--- src/rtl/split_sample_gen.sv ---
// split_sample_gen
//   Candidate-assignment generator that drives one split_N constraint checker.
//   It builds pseudo-random VEC_W-bit candidates from a 32-bit Galois LFSR, one
//   32-bit word per cycle, and presents each candidate to the checker for one
//   cycle. It retries until the checker accepts a candidate or MAX_TRIES
//   attempts have been used. An accepted vector is returned over a valid/ready
//   handshake.
//
// Parameters
//   VEC_W     : candidate width, a multiple of 32 (minimum 32)
//   MAX_TRIES : attempt budget per start, 1..65535
//   SEED      : LFSR reset value (a value of 0 is replaced by 1)
//
// Ports
//   clk, rst    : rising-edge clock, asynchronous active-high reset
//   start       : begin a search (honoured only while idle)
//   seed_load   : load seed_in into the LFSR (idle only, wins over start)
//   seed_in     : new LFSR seed (a value of 0 is replaced by 1)
//   cand        : candidate vector to the checker
//   cand_valid  : candidate is being checked this cycle
//   sat_in      : checker verdict for cand (looked at only while checking)
//   out_valid   : accepted vector available
//   out_ready   : consumer takes out_vec
//   out_vec     : accepted vector
//   out_tries   : attempts used, including the accepted one
//   busy        : search or hand-off in progress
//   fail        : one-cycle pulse when the budget runs out without success
module split_sample_gen #(
  parameter int unsigned VEC_W     = 64,
  parameter int unsigned MAX_TRIES = 256,
  parameter logic [31:0] SEED      = 32'hACE1_2468
) (
  input  logic             clk,
  input  logic             rst,
  input  logic             start,
  input  logic             seed_load,
  input  logic [31:0]      seed_in,
  output logic [VEC_W-1:0] cand,
  output logic             cand_valid,
  input  logic             sat_in,
  output logic             out_valid,
  input  logic             out_ready,
  output logic [VEC_W-1:0] out_vec,
  output logic [15:0]      out_tries,
  output logic             busy,
  output logic             fail
);

  localparam int unsigned WORDS = VEC_W / 32;
  localparam int unsigned IDX_W = (WORDS > 1) ? $clog2(WORDS) : 1;
  localparam logic [IDX_W-1:0] LAST_IDX = IDX_W'(WORDS - 1);
  localparam logic [31:0] LFSR_MASK = 32'h8020_0003;
  localparam logic [31:0] SEED_EFF  = (SEED == 32'h0) ? 32'h1 : SEED;
  localparam logic [15:0] TRY_LIMIT = 16'(MAX_TRIES);

  typedef enum logic [1:0] {
    S_IDLE,
    S_FILL,
    S_CHECK,
    S_OUT
  } state_t;

  state_t           state_q;
  state_t           state_d;
  logic             fail_d;
  logic [31:0]      lfsr_q;
  logic [31:0]      lfsr_next;
  logic [VEC_W-1:0] cand_q;
  logic [VEC_W-1:0] cand_shift;
  logic [15:0]      tries_q;
  logic [IDX_W-1:0] fill_idx_q;
  logic             fail_q;
  logic             fill_last;

  assign lfsr_next = {1'b0, lfsr_q[31:1]} ^ (lfsr_q[0] ? LFSR_MASK : 32'h0);
  assign fill_last = (fill_idx_q == LAST_IDX);

  // New words enter at the MSB end, so the first word generated ends up in
  // the least-significant 32 bits once the fill completes.
  generate
    if (WORDS == 1) begin : g_one_word
      assign cand_shift = lfsr_next;
    end else begin : g_multi_word
      assign cand_shift = {lfsr_next, cand_q[VEC_W-1:32]};
    end
  endgenerate

  // State register
  always_ff @(posedge clk or posedge rst) begin
    if (rst) begin
      state_q <= S_IDLE;
    end else begin
      state_q <= state_d;
    end
  end

  // Next-state logic; sat_in is only consulted in S_CHECK so an unknown
  // verdict elsewhere cannot disturb the state.
  always_comb begin
    state_d = state_q;
    fail_d  = 1'b0;
    case (state_q)
      S_IDLE: begin
        if (!seed_load && start) begin
          state_d = S_FILL;
        end
      end
      S_FILL: begin
        if (fill_last) begin
          state_d = S_CHECK;
        end
      end
      S_CHECK: begin
        if (sat_in) begin
          state_d = S_OUT;
        end else if (tries_q == TRY_LIMIT) begin
          state_d = S_IDLE;
          fail_d  = 1'b1;
        end else begin
          state_d = S_FILL;
        end
      end
      S_OUT: begin
        if (out_ready) begin
          state_d = S_IDLE;
        end
      end
      default: begin
        state_d = S_IDLE;
      end
    endcase
  end

  // Datapath: LFSR, candidate shift register, attempt counter, fail pulse
  always_ff @(posedge clk or posedge rst) begin
    if (rst) begin
      lfsr_q     <= SEED_EFF;
      cand_q     <= '0;
      tries_q    <= '0;
      fill_idx_q <= '0;
      fail_q     <= 1'b0;
    end else begin
      fail_q <= fail_d;
      case (state_q)
        S_IDLE: begin
          if (seed_load) begin
            lfsr_q <= (seed_in == 32'h0) ? 32'h1 : seed_in;
          end else if (start) begin
            tries_q    <= '0;
            fill_idx_q <= '0;
          end
        end
        S_FILL: begin
          cand_q <= cand_shift;
          lfsr_q <= lfsr_next;
          if (fill_last) begin
            // Index wraps here so a retry from S_CHECK starts a fresh fill.
            fill_idx_q <= '0;
            if (tries_q != '1) begin
              tries_q <= tries_q + 16'd1;
            end
          end else begin
            fill_idx_q <= fill_idx_q + 1'b1;
          end
        end
        default: begin
        end
      endcase
    end
  end

  // out_vec is the candidate register itself: it is frozen outside S_FILL,
  // so it already holds the accepted vector for the whole of S_OUT.
  assign cand       = cand_q;
  assign out_vec    = cand_q;
  assign out_tries  = tries_q;
  assign cand_valid = (state_q == S_CHECK);
  assign out_valid  = (state_q == S_OUT);
  assign busy       = (state_q != S_IDLE);
  assign fail       = fail_q;

endmodule

--- config.mk ---
export PLATFORM = sky130hd
export DESIGN_NAME = split_sample_gen
export DESIGN_NICKNAME = d
export VERILOG_FILES = /design/src/rtl/split_sample_gen.sv
export SDC_FILE = /design/constraint.sdc
export NUM_CORES = 1
export LEC_CHECK = 0
export ABC_AREA = 1
export BUFFER_PORTS_ARGS = -buffer_cell sky130_fd_sc_hd__buf_2
export CAP_MARGIN = 40
export CELL_PAD_IN_SITES_DETAIL_PLACEMENT = 1
export CELL_PAD_IN_SITES_GLOBAL_PLACEMENT = 1
export CORE_MARGIN = 4
export CORE_UTILIZATION = 37
export CTS_BUF_LIST = sky130_fd_sc_hd__clkbuf_16
export DETAILED_ROUTE_END_ITERATION = 10
export GPL_ROUTABILITY_DRIVEN = 0
export GPL_TIMING_DRIVEN = 0
export HOLD_SLACK_MARGIN = 0.06
export PLACE_DENSITY_LB_ADDON = 0.1
export SYNTH_ARGS = -nofsm -noshare
export SYNTH_HDL_FRONTEND = slang
export SYNTH_SLANG_ARGS = --single-unit
export TNS_END_PERCENT = 5
--- constraint.sdc ---
create_clock -name clk -period 5.1 [get_ports clk]
set_input_delay 1.02 -clock clk [delete_from_list [all_inputs] [get_ports clk]]
set_output_delay 1.02 -clock clk [all_outputs]
set_load 0.05 [all_outputs]
==> results of run 1 <==
registers in the layout, indices dropped and copies added (netlist names):
name and count:
cand 64, lfsr_q 32, out_tries 16, state_q 2, fail 1, fill_idx_q 1
cell usage in the layout, fill, tap and decap left out, drive strengths merged:
cell type  synthesis  layout
a21oi              3       3
buf               74     260
bufinv             0       2
clkbuf            15      32
clkinv             0       8
clkinvlp           0       3
dfrtp            103     103
dfstp             13      13
ha                 2       2
inv               59      60
nand2            152     152
nand3             68      68
nand3b             1       1
nand4              2       2
nor2              41      41
nor3               4       4
nor4               1       1
o211ai             2       2
o21a               2       2
o21ai             82      82
o22ai              1       1
or2                2       2
xnor2              3       3
xor2              10      10
worst min path at each step:
stage,endpoint,slack (ns),depth (start not counted)
detailed placement,lfsr_q[17],0.47,2
finish,lfsr_q[17],0.48,2
global placement,fill_idx_q,0.45,2
global route,lfsr_q[31],0.51,2
floorplan,fill_idx_q,0.44,2
CTS,lfsr_q[17],0.48,2
tightest hold or removal path, cell delays in order, from the launching register on:
cell	delay, ns
dfrtp_1	0.34
nand2_1	0.05
nand3_1	0.05
per-stage QoR:
step / setup WS, ns / std cells / hold slack (ns)
after floorplan: 1.03 / 640 / 0.443
after global placement: -0.394 / 1009 / 0.455
after detailed placement: 2.43 / 1010 / 0.471
after CTS: 1.97 / 1041 / 0.484
after global routing: 1.84 / 1041 / 0.509
final: 2.00 / 1041 / 0.479
final cells by class:
class	count	share of cell area
Timing Repair Buffer	186	0.131
Tap cell	184	0.0316
Clock inverter	14	0.0167
Sequential cell	116	0.401
Buffer	89	0.0822
Clock buffer	17	0.0584
Multi-Input combinational cell	376	0.248
Inverter	59	0.0311
per-layer routing:
| metal | vias up | part of all wire | wire [um] |
|---|---|---|---|
| met4 | 0 | 0.016 | 261 |
| li1 | 2400 | - | - |
| met1 | 2383 | 0.43 | 7050 |
| met5 | - | 0 | 0 |
| met2 | 117 | 0.50 | 8190 |
| met3 | 20 | 0.053 | 868 |
logic make-up after synthesis:
group	synth area share
xor gates and xnor gates	0.0205
AOI/OAI and AO/OA	0.0907
adders and majority gates	0.00451
DFF	0.527
and+or+nand+nor	0.210
buffers and inverters	0.148
==> results.yml, run 1 <==
run_status:
  status: "finished, final reports clean"
worst_setup_path:
  cp-endpoint: "busy"
  reg2reg_to: "out_tries[3]"
  rrSetupSlack_ns: 3.22
  critical_path.most_common_cell: "buf_2"
  cp_num_cells: 5
  reg2regPathDepth: 9
  end_kind: "primary output"
  cp_max_fo: 10
  crit_chain: "nor2_1 -> buf_2 -> buf_1 -> inv_1 -> buf_2"
  critical_path_buf_inv_count: 4
  cp-start-kind: "flop"
  cp.required_ns: 4.08
  crit_slowest_cell: "dfrtp_1"
  max_stage_delay_ns: 0.42
  startpoint: "state_q[0]"
  worstPathArrival_ns: 2.08
  cp_top_family: "buffers and inverters"
  rr_startpoint: "out_tries[0]"
  crit_type: "reg2out"
placement:
  dpl-instance-area_mm2: 0.00673
  hpwlAfterDp_mm: 12.2
  numPortBuffers: 185
yosys:
  synth.most_common_cell: "nand2_1"
  yosys_warnings: 0
  yosys-top-cells-area: "dfrtp_1, nand2_1, buf_4"
  seq_area_frac_synth: 0.527
  syn_inst: 640
  synth_edf_count: 0
  syn_area_per_cell_um2: 8.66
  synthDistinctLibCells: 31
  syn_area_mm2: 0.00554
  synth-seq-cells: 116
  synth_common_cells: "nand2_1, dfrtp_1, o21ai_0"
  ys.flop_type: "dfrtp_1"
  synthArstFlopShare: 1.00
  syn_nets: 680
  synth_top_cell_area_share: 0.465
  synth_top_cell_by_area: "dfrtp_1"
detailed_routing:
  drt_iter0_markers: 210
  drc: 0
  wl_per_cell_um: 15.7
  ant_nets: 0
  via_per_inst: 4.73
  first_pass_iters: 4
  num_vias: 4920
  wl_mm: 16.4
cts:
  path_clk_slew_ns: 0.05
  cts_setup_buffers: 0
  cts.sink_count: 116
  cts_tree: "yes"
  cts_resized: 0
  cts_buffers: 17
  clock_latency_ns: 0.41
  cts_max_path_buffers: 2
  cts_root_buf: "clkbuf_16"
  holdBufCountCts: 0
  htree_num_levels: 4
final_layout:
  layout-drive-gt1-share: 0.373
  final_nets: 885
  final_cell_area_mm2: 0.00728
  register_area_mm2: 0.00292
  syn_to_final_growth_pct: 31.3
  post-route-util: 0.499
  n_antenna_cell: 0
  n_fill_cell: 1792
  multi_input_area_mm2: 0.00181
floorplanning:
  dieArea_mm2: 0.0170
  ios: 186
  start_util: 0.380
  die_w_um: 130
  num_rows: 44
  die_y_um: 130
  core_area_mm2: 0.0146
run:
  drv_cap: 0
global_routing:
  grt-ovfl-total: 0
  grt_use_total: 0.202
  grt_start_max_net_pins: 92
  grt_pass1_vias: 5146
  gr-usage-met2: 0.345
  met3_usage: 0.0443
  antenna_found_initial: 0
  use_met1: 0.257
  busiest_layer: "met2"
  grt_pass1_wl_mm: 26.8
sta:
  finalSetupViolations: 0
  finalCritPeriodShare: 0.607
  drv_slew: 0
  relSlewSlack: 0.645
  fmax_mhz: 323
  worstMarginPinSlew_ns: 0.532
  rsz0062_at_grt: "false"
  fin_skew_ns: 0.00651
  fin_setup_tns_ns: 0
  period_minus_slack_ns: 3.10
  hold_viol: 0
hold_path:
  min-delay-path-class: "reg2reg"
  worstHoldStart: "lfsr_q[17]"
Power of run 1 is not shown: default switching activity piles up to over one toggle a cycle in this logic, so the estimate is an artifact.
==> run 2: changes to the inputs <==
CORE_UTILIZATION = 33   (was 37)
clock period = 2.7 ns   (was 5.1 ns; I/O delays follow)
==> results.yml, run 2 (synthesized netlist as in run 1, its figures left out) <==
run_status:
  status: "finished, final reports clean"
hold_path:
  min-delay-path-class: "in2async"
sta:
  drv_slew: 0
  fin_skew_ns: 0.00547
  finalSetupViolations: 0
  period_minus_slack_ns: 2.31
  fmax_mhz: 433
  whs_ns: 0.247
  rsz0062_at_grt: "false"
  finalCritPeriodShare: 0.855
  worstMarginPinSlew_ns: 0.741
  setup_slack_ns: 0.390
  hold_viol: 0
  relSlewSlack: 0.505
worst_setup_path:
  end_kind: "primary output"
  cp-start-kind: "flop"
  cp.required_ns: 2.16
  worstPathArrival_ns: 1.77
  cp_max_fo: 19
  crit_type: "reg2out"
detailed_routing:
  ant_nets: 0
  via_per_inst: 4.54
  wl_mm: 16.5
  drt_iter0_markers: 166
  wl_per_cell_um: 15.3
  drc: 0
  first_pass_iters: 4
  num_vias: 4896
floorplanning:
  num_rows: 47
  ios: 186
  start_util: 0.336
  core_area_mm2: 0.0165
  dieArea_mm2: 0.0189
  die_y_um: 138
  die_w_um: 138
cts:
  cts_max_path_buffers: 2
  path_clk_slew_ns: 0.05
  clock_latency_ns: 0.41
  cts_tree: "yes"
  htree_num_levels: 4
  holdBufCountCts: 0
  cts_resized: 0
  cts.sink_count: 116
  cts_setup_buffers: 0
  cts_buffers: 17
  cts_root_buf: "clkbuf_16"
placement:
  dp_slack_ns: 0.473
  numPortBuffers: 185
  hpwlAfterDp_mm: 12.7
final_layout:
  layout_commonest_cell: "buf_2"
  largest_reg_flops: 64
  n_fill_cell: 2023
  layout_common_cells: "buf_2, nand2_1, dfrtp_1"
  final_nets: 886
  layout-drive-gt1-share: 0.376
  n_antenna_cell: 0
  syn_to_final_growth_pct: 33.1
global_routing:
  antenna_found_initial: 0
  grt_start_max_net_pins: 33
  grt_use_total: 0.183
  grt-ovfl-total: 0
  grt_pass1_vias: 5200
  grt_pass1_wl_mm: 26.8
run:
  drv_cap: 0
run 2: cell types whose count changed in the layout (fill, tap and decap cells not counted):
cell        previous run  this run
clkinv_2               4         6
buf_12                 0         3
buf_16                 1         0
clkinvlp_4             3         2
bufinv_16              2         3
inv_6                  1         0
buf_1                  3         2
run 2: metal layers:
| layer | part of all wire | vias to the layer above | global-route usage | wire length [um] |
|---|---|---|---|---|
| met5 | 0 | - | 0 | 0 |
| li1 | - | 2397 | - | - |
| met2 | 0.50 | 120 | 0.314 | 8300 |
| met1 | 0.43 | 2365 | 0.228 | 7060 |
| met3 | 0.056 | 14 | 0.0471 | 924 |
| met4 | 0.011 | 0 | 0.0532 | 177 |
run 2: critical path: stages, from the launching register on:
cell and delay [ns]:
dfrtp_1 0.41, nor2_1 0.24, buf_2 0.38, inv_1 0.10, buf_2 0.23
run 2: area by class of cell:
| type | count | area (um^2) | share of cell area |
|---|---|---|---|
| Buffer | 88 | 594 | 0.0806 |
| Clock buffer | 17 | 425 | 0.0577 |
| Clock inverter | 15 | 146 | 0.0198 |
| Inverter | 59 | 225 | 0.0305 |
| Multi-Input combinational cell | 376 | 1810 | 0.245 |
| Sequential cell | 116 | 2920 | 0.396 |
| Tap cell | 220 | 275 | 0.0373 |
| Timing Repair Buffer | 188 | 986 | 0.134 |
run 2: final timing paths:
kind | startpoint | slack, ns | cells after the start | end
setup reg to reg | state_q[1] | 0.85 | 5 | lfsr_q[9]
min in group clk | seed_in[29] | 0.39 | 3 | lfsr_q[29]
setup / recovery | state_q[1] | 0.39 | 4 | busy
max in group asynchronous | rst | 1.34 | 5 | lfsr_q[31]
hold / removal | rst | 0.25 | 2 | cand[15]
hold reg to reg | lfsr_q[31] | 0.49 | 2 | lfsr_q[31]
run 2: stage by stage:
| step | utilization | cells | area (um^2) | setup TNS [ns] |
|---|---|---|---|---|
| after detailed placement | 0.412 | 1048 | 6810 | 0 |
| after global routing | 0.446 | 1079 | 7380 | 0 |
| after floorplan | - | 640 | 5550 | 0 |
| after global placement | 0.408 | 1045 | 6750 | -9.33 |
| final | 0.446 | 1079 | 7380 | 0 |
| after CTS | 0.447 | 1080 | 7380 | 0 |
Power of run 2 is left out for the same reason.
==> run 3: changes to the inputs <==
==> constraint.sdc (replaced) <==
create_clock -name clk -period 2.7 [get_ports clk]
set_input_delay 0.135 -clock clk [delete_from_list [all_inputs] [get_ports clk]]
set_output_delay 0.135 -clock clk [all_outputs]
set_load 0.05 [all_outputs]
==> results.yml, run 3 (synthesized netlist as in run 1, its figures left out) <==
global_routing:
  grt_start_max_net_pins: 33
  grt-ovfl-total: 0
  antenna_found_initial: 0
  grt_pass1_vias: 5387
  grt_pass1_wl_mm: 27.2
  grt_use_total: 0.186
final_layout:
  final_nets: 922
  n_antenna_cell: 0
  layout_commonest_cell: "buf_2"
  layout_common_cells: "buf_2, nand2_1, dfrtp_1"
  n_fill_cell: 2012
  syn_to_final_growth_pct: 39.4
  largest_reg_flops: 64
  layout-drive-gt1-share: 0.361
  post-route-util: 0.468
worst_setup_path:
  cp_max_fo: 10
  critical_path_buf_inv_count: 4
  cp_top_family: "buffers and inverters"
  cp.required_ns: 2.57
  crit_slowest_cell: "dfrtp_1"
  crit_chain: "nor2_1 -> buf_2 -> buf_1 -> inv_1 -> buf_2"
  cp-start-kind: "flop"
  startpoint: "state_q[0]"
  worstPathArrival_ns: 2.09
  critical_path.most_common_cell: "buf_2"
  rrSetupSlack_ns: 0.85
  max_stage_delay_ns: 0.42
  end_kind: "primary output"
  rr_startpoint: "out_tries[0]"
  crit_type: "reg2out"
hold_path:
  worstHoldStart: "seed_in[1]"
  min-delay-path-class: "in2reg"
floorplanning:
  start_util: 0.336
  die_w_um: 138
  die_y_um: 138
  core_area_mm2: 0.0165
  ios: 186
  dieArea_mm2: 0.0189
  num_rows: 47
sta:
  period_minus_slack_ns: 2.22
  relSlewSlack: 0.513
  fin_skew_ns: 0.00579
  hold_viol: 0
  fin_setup_tns_ns: 0
  worstMarginPinSlew_ns: 0.729
  fmax_mhz: 450
  rsz0062_at_grt: "false"
  finalSetupViolations: 0
  drv_slew: 0
  finalCritPeriodShare: 0.822
detailed_routing:
  met3_length_um: 812
  top_layer_used: "met4"
  drt_iter0_markers: 172
  wl_met1_mm: 7.25
  via_per_inst: 4.53
  first_pass_iters: 4
  wl_met2_mm: 8.44
  num_vias: 5055
  wl_per_cell_um: 15.0
  drc: 0
  wl_mm: 16.7
  ant_nets: 0
cts:
  cts_tree: "yes"
  clock_latency_ns: 0.41
  cts_setup_buffers: 0
  cts_max_path_buffers: 2
  cts_buffers: 17
  path_clk_slew_ns: 0.05
  htree_num_levels: 4
  cts.sink_count: 116
  holdBufCountCts: 35
  cts_root_buf: "clkbuf_16"
  cts_resized: 0
placement:
  numPortBuffers: 185
  hpwlAfterDp_mm: 12.7
run:
  drv_cap: 0
run_status:
  status: "finished, final reports clean"
[run 3: changes by cell type in the layout (fill, tap and decap cells not counted), sizes merged]
cell and delta:
dlygate4sd3 +35, buf +1
[run 3: layout make-up]
cell class | count | area (um^2) | area share
multi-input combinational | 376 | 1810 | 0.234
clock inverter | 15 | 146 | 0.0189
timing repair buffer | 223 | 1340 | 0.173
clock buffer | 17 | 425 | 0.0550
inverter | 59 | 225 | 0.0291
sequential | 116 | 2920 | 0.378
tap | 220 | 275 | 0.0356
buffer | 89 | 598 | 0.0774
[run 3: layer usage]
layer,vias up,GRT usage
met5,-,0
met4,0,0.0565
met3,15,0.0416
met2,129,0.320
met1,2444,0.231
li1,2467,-
[run 3: worst paths after layout]
check	endpoint	cells after the start
hold / removal	lfsr_q[1]	4
setup reg to reg	out_tries[3]	9
max in group asynchronous	lfsr_q[3]	6
setup / recovery	busy	5
min in group asynchronous	cand[15]	3
hold reg to reg	lfsr_q[28]	2
[run 3: stage by stage]
| stage | instance area [um^2] | hold WS, ns | instances | setup WS (ns) |
|---|---|---|---|---|
| after floorplan | 5550 | 0.274 | 640 | 0.706 |
| after CTS | 7730 | 0.0878 | 1115 | 0.433 |
| after detailed placement | 6810 | 0.312 | 1048 | 0.830 |
| after global routing | 7730 | 0.124 | 1115 | 0.299 |
| final | 7730 | 0.104 | 1115 | 0.480 |
| after global placement | 6750 | 0.399 | 1045 | 0.305 |
[run 3: worst register-to-register path: stages, from the launching register on]
cell	delay [ns]
dfrtp_1	0.45
ha_1	0.23
nand2_1	0.09
nor2_1	0.11
nand2_1	0.13
nor2_4	0.16
nand3_2	0.12
nand3_2	0.17
buf_6	0.20
o21ai_2	0.07
Power of run 3 is left out for the same reason.
